===== src/rtl/stage5_field_extract.sv =====
// Stage-5 per-channel field extractor: one fixed bit-field per message channel,
// gated by message enable and mux control, behind a valid/ready output register.
module stage5_field_extract #(
    parameter int                    NUM_CH       = 3,
    parameter int                    MSG_BITS     = 128,
    parameter int                    FIELD_LSB    = 0,
    parameter int                    FIELD_BITS   = 16,
    parameter int                    CTRL_W       = 3,
    parameter logic [CTRL_W-1:0]     MUX_DEFAULT  = '0,
    parameter logic [FIELD_BITS-1:0] DEFAULT_INFO = '0,
    parameter int                    CNT_W        = 16
) (
    input  logic                         clk,
    input  logic                         rst_n,
    input  logic                         hold_mode,
    input  logic                         clr_stats,
    input  logic                         in_valid,
    output logic                         in_ready,
    input  logic                         message_en,
    input  logic [NUM_CH*MSG_BITS-1:0]   message,
    input  logic [NUM_CH*CTRL_W-1:0]     mux_ctrl,
    output logic                         out_valid,
    input  logic                         out_ready,
    output logic [NUM_CH*FIELD_BITS-1:0] field,
    output logic [NUM_CH-1:0]            field_act,
    output logic [NUM_CH*CNT_W-1:0]      act_cnt
);

    if (FIELD_LSB + FIELD_BITS > MSG_BITS) begin : g_bad_field
        $error("stage5_field_extract: field does not fit inside one message");
    end

    localparam logic [CNT_W-1:0] CNT_MAX = {CNT_W{1'b1}};

    logic acc;
    logic out_valid_q;
    logic unused_msg;

    assign in_ready  = rst_n && (!out_valid_q || out_ready);
    assign acc       = in_valid && in_ready;
    assign out_valid = out_valid_q;

    // Message bits outside the extracted field are intentionally ignored.
    assign unused_msg = ^message;

    always_ff @(posedge clk or negedge rst_n) begin
        if (!rst_n) begin
            out_valid_q <= 1'b0;
        end else if (acc) begin
            out_valid_q <= 1'b1;
        end else if (out_ready) begin
            out_valid_q <= 1'b0;
        end
    end

    for (genvar c = 0; c < NUM_CH; c++) begin : g_ch
        logic                  act_c;
        logic [FIELD_BITS-1:0] ext_c;
        logic [FIELD_BITS-1:0] last_q;
        logic [FIELD_BITS-1:0] field_q;
        logic                  field_act_q;
        logic [CNT_W-1:0]      cnt_q;

        assign act_c = message_en && (mux_ctrl[c*CTRL_W +: CTRL_W] != MUX_DEFAULT);
        assign ext_c = message[c*MSG_BITS+FIELD_LSB +: FIELD_BITS];

        // Inactive channels read last_q before this beat can overwrite it.
        always_ff @(posedge clk or negedge rst_n) begin
            if (!rst_n) begin
                field_q     <= DEFAULT_INFO;
                field_act_q <= 1'b0;
                last_q      <= DEFAULT_INFO;
            end else if (acc) begin
                field_act_q <= act_c;
                if (act_c) begin
                    field_q <= ext_c;
                    last_q  <= ext_c;
                end else begin
                    field_q <= hold_mode ? last_q : DEFAULT_INFO;
                end
            end
        end

        // Clear wins first, then the same-cycle active accept counts as one.
        always_ff @(posedge clk or negedge rst_n) begin
            if (!rst_n) begin
                cnt_q <= '0;
            end else if (clr_stats) begin
                cnt_q <= (acc && act_c) ? CNT_W'(1) : '0;
            end else if (acc && act_c && (cnt_q != CNT_MAX)) begin
                cnt_q <= cnt_q + CNT_W'(1);
            end
        end

        assign field[c*FIELD_BITS +: FIELD_BITS] = field_q;
        assign field_act[c]                      = field_act_q;
        assign act_cnt[c*CNT_W +: CNT_W]         = cnt_q;
    end

endmodule


===== config.mk =====
export PLATFORM = sky130hd
export DESIGN_NAME = stage5_field_extract
export DESIGN_NICKNAME = d
export VERILOG_FILES = /design/src/rtl/stage5_field_extract.sv
export SDC_FILE = /design/constraint.sdc
export NUM_CORES = 1
export LEC_CHECK = 0
export ABC_AREA = 0
export CORE_AREA = 5 5 194 196
export CTS_CLUSTER_SIZE = 14
export DETAILED_ROUTE_END_ITERATION = 6
export DIE_AREA = 0 0 199 201
export GPL_TIMING_DRIVEN = 0
export MAX_ROUTING_LAYER = met4
export RECOVER_POWER = 25
export SLEW_MARGIN = 20
export SYNTH_ARGS = -nofsm -noshare
export SYNTH_HDL_FRONTEND = slang
export SYNTH_SLANG_ARGS = --single-unit

===== constraint.sdc =====
create_clock -name clk -period 4.2 [get_ports clk]
set_input_delay 0.63 -clock clk [delete_from_list [all_inputs] [get_ports clk]]
set_output_delay 0.63 -clock clk [all_outputs]
set_load 0.02 [all_outputs]

==> flow_metrics.tcl <==
set metrics [dict create \
    status "completed" \
    place_ws_ns 0.220 \
    min_period_ns 3.34 \
    rows 70 \
    synth_ff_type "dfrtp_1" \
    worstHoldPathType "input port to async pin" \
    grt_max_degree 86 \
    worst_clock_skew_ns 0.00827 \
    crit_path_end_kind "register" \
    syn_area_per_cell_um2 8.99 \
    rsz0062_at_grt "no" \
    ios 501 \
    areaGrowthSynthToFinish_pct 40.7 \
    finalWirelength_um 23800 \
    route.vias.total 6279 \
    hold_ws_ns 0.143 \
    ys_seq_elements 148 \
    crit_fanout 85 \
    ant_nets 0 \
    grt_first_pass_wirelength_um 36600 \
    synth_top_area_share_pct 53.2 \
    wire_per_inst_um 16.5 \
    synth.distinct_cells 50 \
    slew_headroom_pct 34.3 \
    synth_edf_count 0 \
    maxCapViolations 0 \
    clkLatencyLatePin_ns 0.43 \
    vdd_ir_drop_max_mv 0.272 \
    numCtsBuffers 17 \
    yosysTopAreaCell "dfrtp_1" \
    startpoint_type "input port" \
    setup_viol 0 \
    arrival_ns 3.61 \
    drt_first_iter_violations 379 \
    overflow 0 \
    portBuffers 161 \
    synthArstFlopShare_pct 100 \
    vias_per_cell 4.35 \
    grt_pass1_vias 6226 \
    tightest_slew_ns 0.980 \
    post_cts_resized 0 \
    clockRootBuffer "clkbuf_16" \
    syn_nets 1178 \
    synthTopCellsByArea "dfrtp_1 (53%), nand2_1 (12%), nor2_1 (5.1%), a31oi_1 (4.3%), nand3_1 (4.2%)" \
    final.setup.worst_slack_ns 0.860 \
    dieWidth_um 199 \
    cts_buffer_depth 2 \
    dieHeight_um 201 \
    grt_antenna_before_repair 12 \
    drive_gt1_share_pct 7.33 \
    path_clk_slew_ns 0.07 \
    synth_cells 775 \
    cts_tree "built" \
    drc 0 \
    final_nets 1359 \
    synth_area_um2 6970 \
    p_per_area_nw_per_um2 409 \
    cts_hold_buffers 0 \
    yosys_warnings 0 \
    htreeDepth 4 \
    min_period_over_period_pct 79.5 \
    hold_viol 0 \
    dp_hpwl_um 17500 \
    cts_setup_buffers 0 \
    start_util_pct 19.4 \
    fmax_mhz 299 \
    clock_sinks 148 \
    drt_pass1_iterations 5 \
    crit_required_ns 4.47 \
    gp_congestion 0.807 \
    p_leak_uw 0.00398 \
    timing.final.max_slew_violations 0 \
    worstSetupPathType "input port to register" \
    ys_seq_area_share_pct 53.2 \
    worst-r2r-cell-count 6 \
    grt.total_usage_pct 12.2 \
    core_um2 35900 \
    dieArea_um2 40000 \
]
==> state kept, by name (all words and copies together), names as in the netlist <==
signal	cells
g_ch.cnt_q	48
g_ch.field_act_q	3
g_ch.field_q	48
g_ch.last_q	48
out_valid	1
==> critical path, cell delays in order <==
cell and delay, ns:
buf_8 0.38, buf_16 0.39, nand2_1 0.34, nor2_1 0.72
buf_2 0.42, buf_1 0.43, a31oi_1 0.18
==> power breakdown <==
part	internal, uW	switching (uW)	total, uW
logic	337	418	755
clock network	904	633	1540
registers	1610	106	1710
total	2850	1160	4010
==> cells in the mapped netlist, types with 2 or more instances <==
| library cell | instances |
|---|---|
| nand2_1 | 221 |
| dfrtp_1 | 148 |
| nor2_1 | 95 |
| nand3_1 | 58 |
| a31oi_1 | 48 |
| xnor2_1 | 30 |
| clkbuf_1 | 26 |
| nand4_1 | 14 |
| nor4_1 | 14 |
| nor3_1 | 10 |
| buf_2 | 7 |
| a21oi_1 | 6 |
| buf_1 | 6 |
| buf_4 | 6 |
| o211ai_1 | 6 |
| and4_1 | 5 |
| inv_1 | 5 |
| xor2_1 | 5 |
| and3_1 | 4 |
| nor3b_1 | 4 |
| buf_6 | 3 |
| ha_1 | 3 |
| nor3_2 | 3 |
| nor4_2 | 3 |
| nor4_4 | 3 |
| o21ai_0 | 3 |
| o31a_1 | 3 |
| o31ai_2 | 3 |
| or2_2 | 3 |
| a211oi_1 | 2 |
| a311oi_1 | 2 |
| a41o_1 | 2 |
| and2_1 | 2 |
| mux2i_1 | 2 |
| nand2b_1 | 2 |
| nor2b_1 | 2 |
| nor4b_1 | 2 |
| or3_1 | 2 |
==> final cells by class <==
type | instances | area [um2]
multi-input cells | 574 | 3010
plain buffers | 48 | 234
repair buffers | 162 | 1640
clock inverters | 12 | 129
fillers | 3819 | 26100
flip-flops and latches | 148 | 3700
clock buffers | 20 | 457
diodes | 7 | 17.5
inverters | 5 | 18.8
well taps | 468 | 586
==> per-layer routing <==
metal  global-route usage, %  wire [um]  share of wire, %
met1                    15.1      10400                43
met2                    19.1      11200                47
met3                    4.30       1810               7.6
met4                    3.30        487               2.0
met5                       -          0                 0
==> path summary, 6_finish.rpt <==
check | endpoint | slack [ns] | startpoint
min in group clk | g_ch[0].last_q[5] | 0.48 | g_ch[0].last_q[5]
max reg2reg | g_ch[0].field_q[5] | 1.64 | out_valid
min | g_ch[1].last_q[6] | 0.14 | rst_n
min reg2reg | g_ch[0].last_q[5] | 0.48 | g_ch[0].last_q[5]
max | g_ch[0].field_q[5] | 0.86 | rst_n
max in group asynchronous | g_ch[0].last_q[10] | 3.23 | rst_n
==> cell families (layout without fill, tap and decap cells) <==
logic type               Yosys count  after routing  share of synthesized area [%]
AND/OR/NAND/NOR                  453            453                           30.0
flip-flops                       148            148                           53.2
AO/OA/AOI/OAI                     80             80                           7.85
buffers and inverters             53            247                           3.63
XOR/XNOR                          35             35                           4.40
adder cells (fa/ha/maj)            3              3                          0.539
multiplexers                       3              3                          0.449
other                              0              7                              0
==> through the flow <==
step,TNS [ns],std cells,total power (uW),utilization [%],instance area [um2]
3_5_place_dp,0,1405,2510,25.6,9200
5_1_grt,0,1444,4210,27.3,9800
6_report,0,1444,4010,27.3,9800
2_1_floorplan,0,775,2100,-,6970
3_3_place_gp,-1399.45,1404,2490,25.5,9170
4_1_cts,0,1437,4080,27.2,9780
==> placed cells by master (no fill, tap or decap), types with 7 or more instances in the layout <==
| cell type | netlist | layout |
|---|---|---|
| clkdlybuf4s50_1 | 0 | 160 |
| nor2_1 | 95 | 95 |
| a31oi_1 | 48 | 48 |
| clkbuf_16 | 0 | 17 |
| diode_2 | 0 | 7 |
| nor3_1 | 10 | 10 |
| buf_2 | 7 | 7 |
| xnor2_1 | 30 | 30 |
| dfrtp_1 | 148 | 148 |
| clkbuf_1 | 26 | 27 |
| nor4_1 | 14 | 14 |
| nand4_1 | 14 | 14 |
| nand2_1 | 221 | 221 |
| nand3_1 | 58 | 58 |
Note: power is estimated with default switching activity, not from simulation.
==> RTL edit (config.mk and constraints unchanged) <==
Add an input register stage for `hold_mode`, cleared by the reset; this delays it by one clock. The other inputs are not delayed to match.
--- a/src/rtl/stage5_field_extract.sv
+++ b/src/rtl/stage5_field_extract.sv
@@ -25,6 +25,16 @@
     output logic [NUM_CH-1:0]            field_act,
     output logic [NUM_CH*CNT_W-1:0]      act_cnt
 );
+
+    logic hold_mode_q;
+
+    always_ff @(posedge clk or negedge rst_n) begin
+        if (!rst_n) begin
+            hold_mode_q <= '0;
+        end else begin
+            hold_mode_q <= hold_mode;
+        end
+    end
 
     if (FIELD_LSB + FIELD_BITS > MSG_BITS) begin : g_bad_field
         $error("stage5_field_extract: field does not fit inside one message");
@@ -76,7 +86,7 @@
                     field_q <= ext_c;
                     last_q  <= ext_c;
                 end else begin
-                    field_q <= hold_mode ? last_q : DEFAULT_INFO;
+                    field_q <= hold_mode_q ? last_q : DEFAULT_INFO;
                 end
             end
         end
Check against the original RTL: not equivalent (a bounded check fails within 4 cycles, from zero or initial values and one cycle with rst_n low).
==> RTL edit against the unedited design <==
Area after synthesis shrank 0.32%; sequential cell count rose by 1; critical path type is now in -> out; count of clock-buffer cells in the layout unchanged; register-to-register slack improved by 0.07 ns; die area unchanged; setup slack better by 0.52 ns; wire length down 3.0%; cell area grew 0.24%; total power is 5.0% higher; first-iteration DRC count fell by 22%; the flow now finishes with violations (capacitance limit, slew limit); worst hold slack lost 0.034 ns.
==> RTL edit: results (changes against the unedited design) <==
Crit path arrival time - 2.19 ns (was 3.61 ns)
largest net degree at the start of global routing - 89 (was 86)
initial antenna violation count - 2 (was 12)
final slew viol count - 89 (was 0)
P_leak - 3.97 nW (was 3.98 nW)
routing usage on met1 - 15.2% (was 15.1%)
via/cell ratio - 4.32 (was 4.35)
Post-Syn Instances - 742 (was 775)
status - finished with violations (was finished, final reports clean)
I/O Buffers - 163 (was 161)
routed wl met2 - 10800 um (was 11200 um)
register area share after synthesis - 53.7% (was 53.2%)
metal3 WL - 1860 um (was 1810 um)
multi-input logic area - 3010 um2 (about the same)
Final Instance Count excl. Fillers - 1408 (was 1444)
M1 wire length - 10200 um (was 10400 um)
Mapped Nets - 1145 (was 1178)
WL/cell - 16.4 um (was 16.5 um)
Fillers - 3812 (was 3819)
layout cells sized above 1 - 8.85% (was 7.33%)
maxcap violations - 1 (was 0)
Post-synth top cells - 167 x nand2_1, 149 x dfrtp_1, 96 x nor2_1 (was 221 x nand2_1, 148 x dfrtp_1, 95 x nor2_1)
1st-iter DRT viols - 296 (was 379)
non-clock buffer count - 209 (was 210)
failing checks - capacitance limit, slew limit
Crit-path slowest cell - clkdlybuf4s50_1 (was nor2_1)
met2 Use GR - 18.0% (was 19.1%)
DP HPWL - 16900 um (was 17500 um)
M3 GR Usage - 3.99% (was 4.30%)
==> RTL edit: cell count changes after synthesis, moves of 4 or more <==
cell and delta:
nand2_1 -54, mux2_2 +16, xor2_1 +10, xnor2_1 -8, nand3_1 +6, nor4_1 -5
and3_1 +4, buf_2 +4, clkbuf_1 -4
==> RTL edit: through the flow <==
| step | cell area (um2) | utilization (%) |
|---|---|---|
| global route | 9820 | 27.4 |
| global placement | 9160 | 25.5 |
| floorplan | 6950 | - |
| CTS | 9840 | 27.4 |
| detailed placement | 9200 | 25.6 |
| finish | 9820 | 27.4 |
==> RTL edit: kinds of logic after synthesis <==
| kind of cell | Yosys count | share of synthesized area (%) |
|---|---|---|
| AND/OR/NAND/NOR | 405 | 27.1 |
| flip-flops | 149 | 53.7 |
| adder cells (fa/ha/maj) | 3 | 0.541 |
| XOR/XNOR | 37 | 4.67 |
| multiplexers | 19 | 3.04 |
| buffers and inverters | 48 | 3.17 |
| AO/OA/AOI/OAI | 81 | 7.75 |
==> RTL edit: path summary, 6_finish.rpt <==
path / start / endpoint / slack (ns) / cells past startpoint
setup / recovery: out_ready / in_ready / 1.38 / 4
hold / removal: rst_n / g_ch[1].cnt_q[7] / 0.11 / 1
setup reg to reg: out_valid / g_ch[0].field_q[13] / 1.71 / 5
hold reg to reg: g_ch[2].last_q[3] / g_ch[2].last_q[3] / 0.47 / 2
min in group clk: g_ch[2].last_q[3] / g_ch[2].last_q[3] / 0.47 / 2
max in group asynchronous: rst_n / g_ch[1].field_q[6] / 1.45 / 2
==> RTL edit: report_power, final <==
part	internal [mW]	switching, mW
Sequential	1.63	0.107
Combinational	0.352	0.408
Clock	1.06	0.655
==> RTL edit: worst max-delay path, delay by kind of cell <==
family / cells / cell delay [ns]
AND/OR/NAND/NOR: 2 / 0.47
buffers and inverters: 2 / 1.08
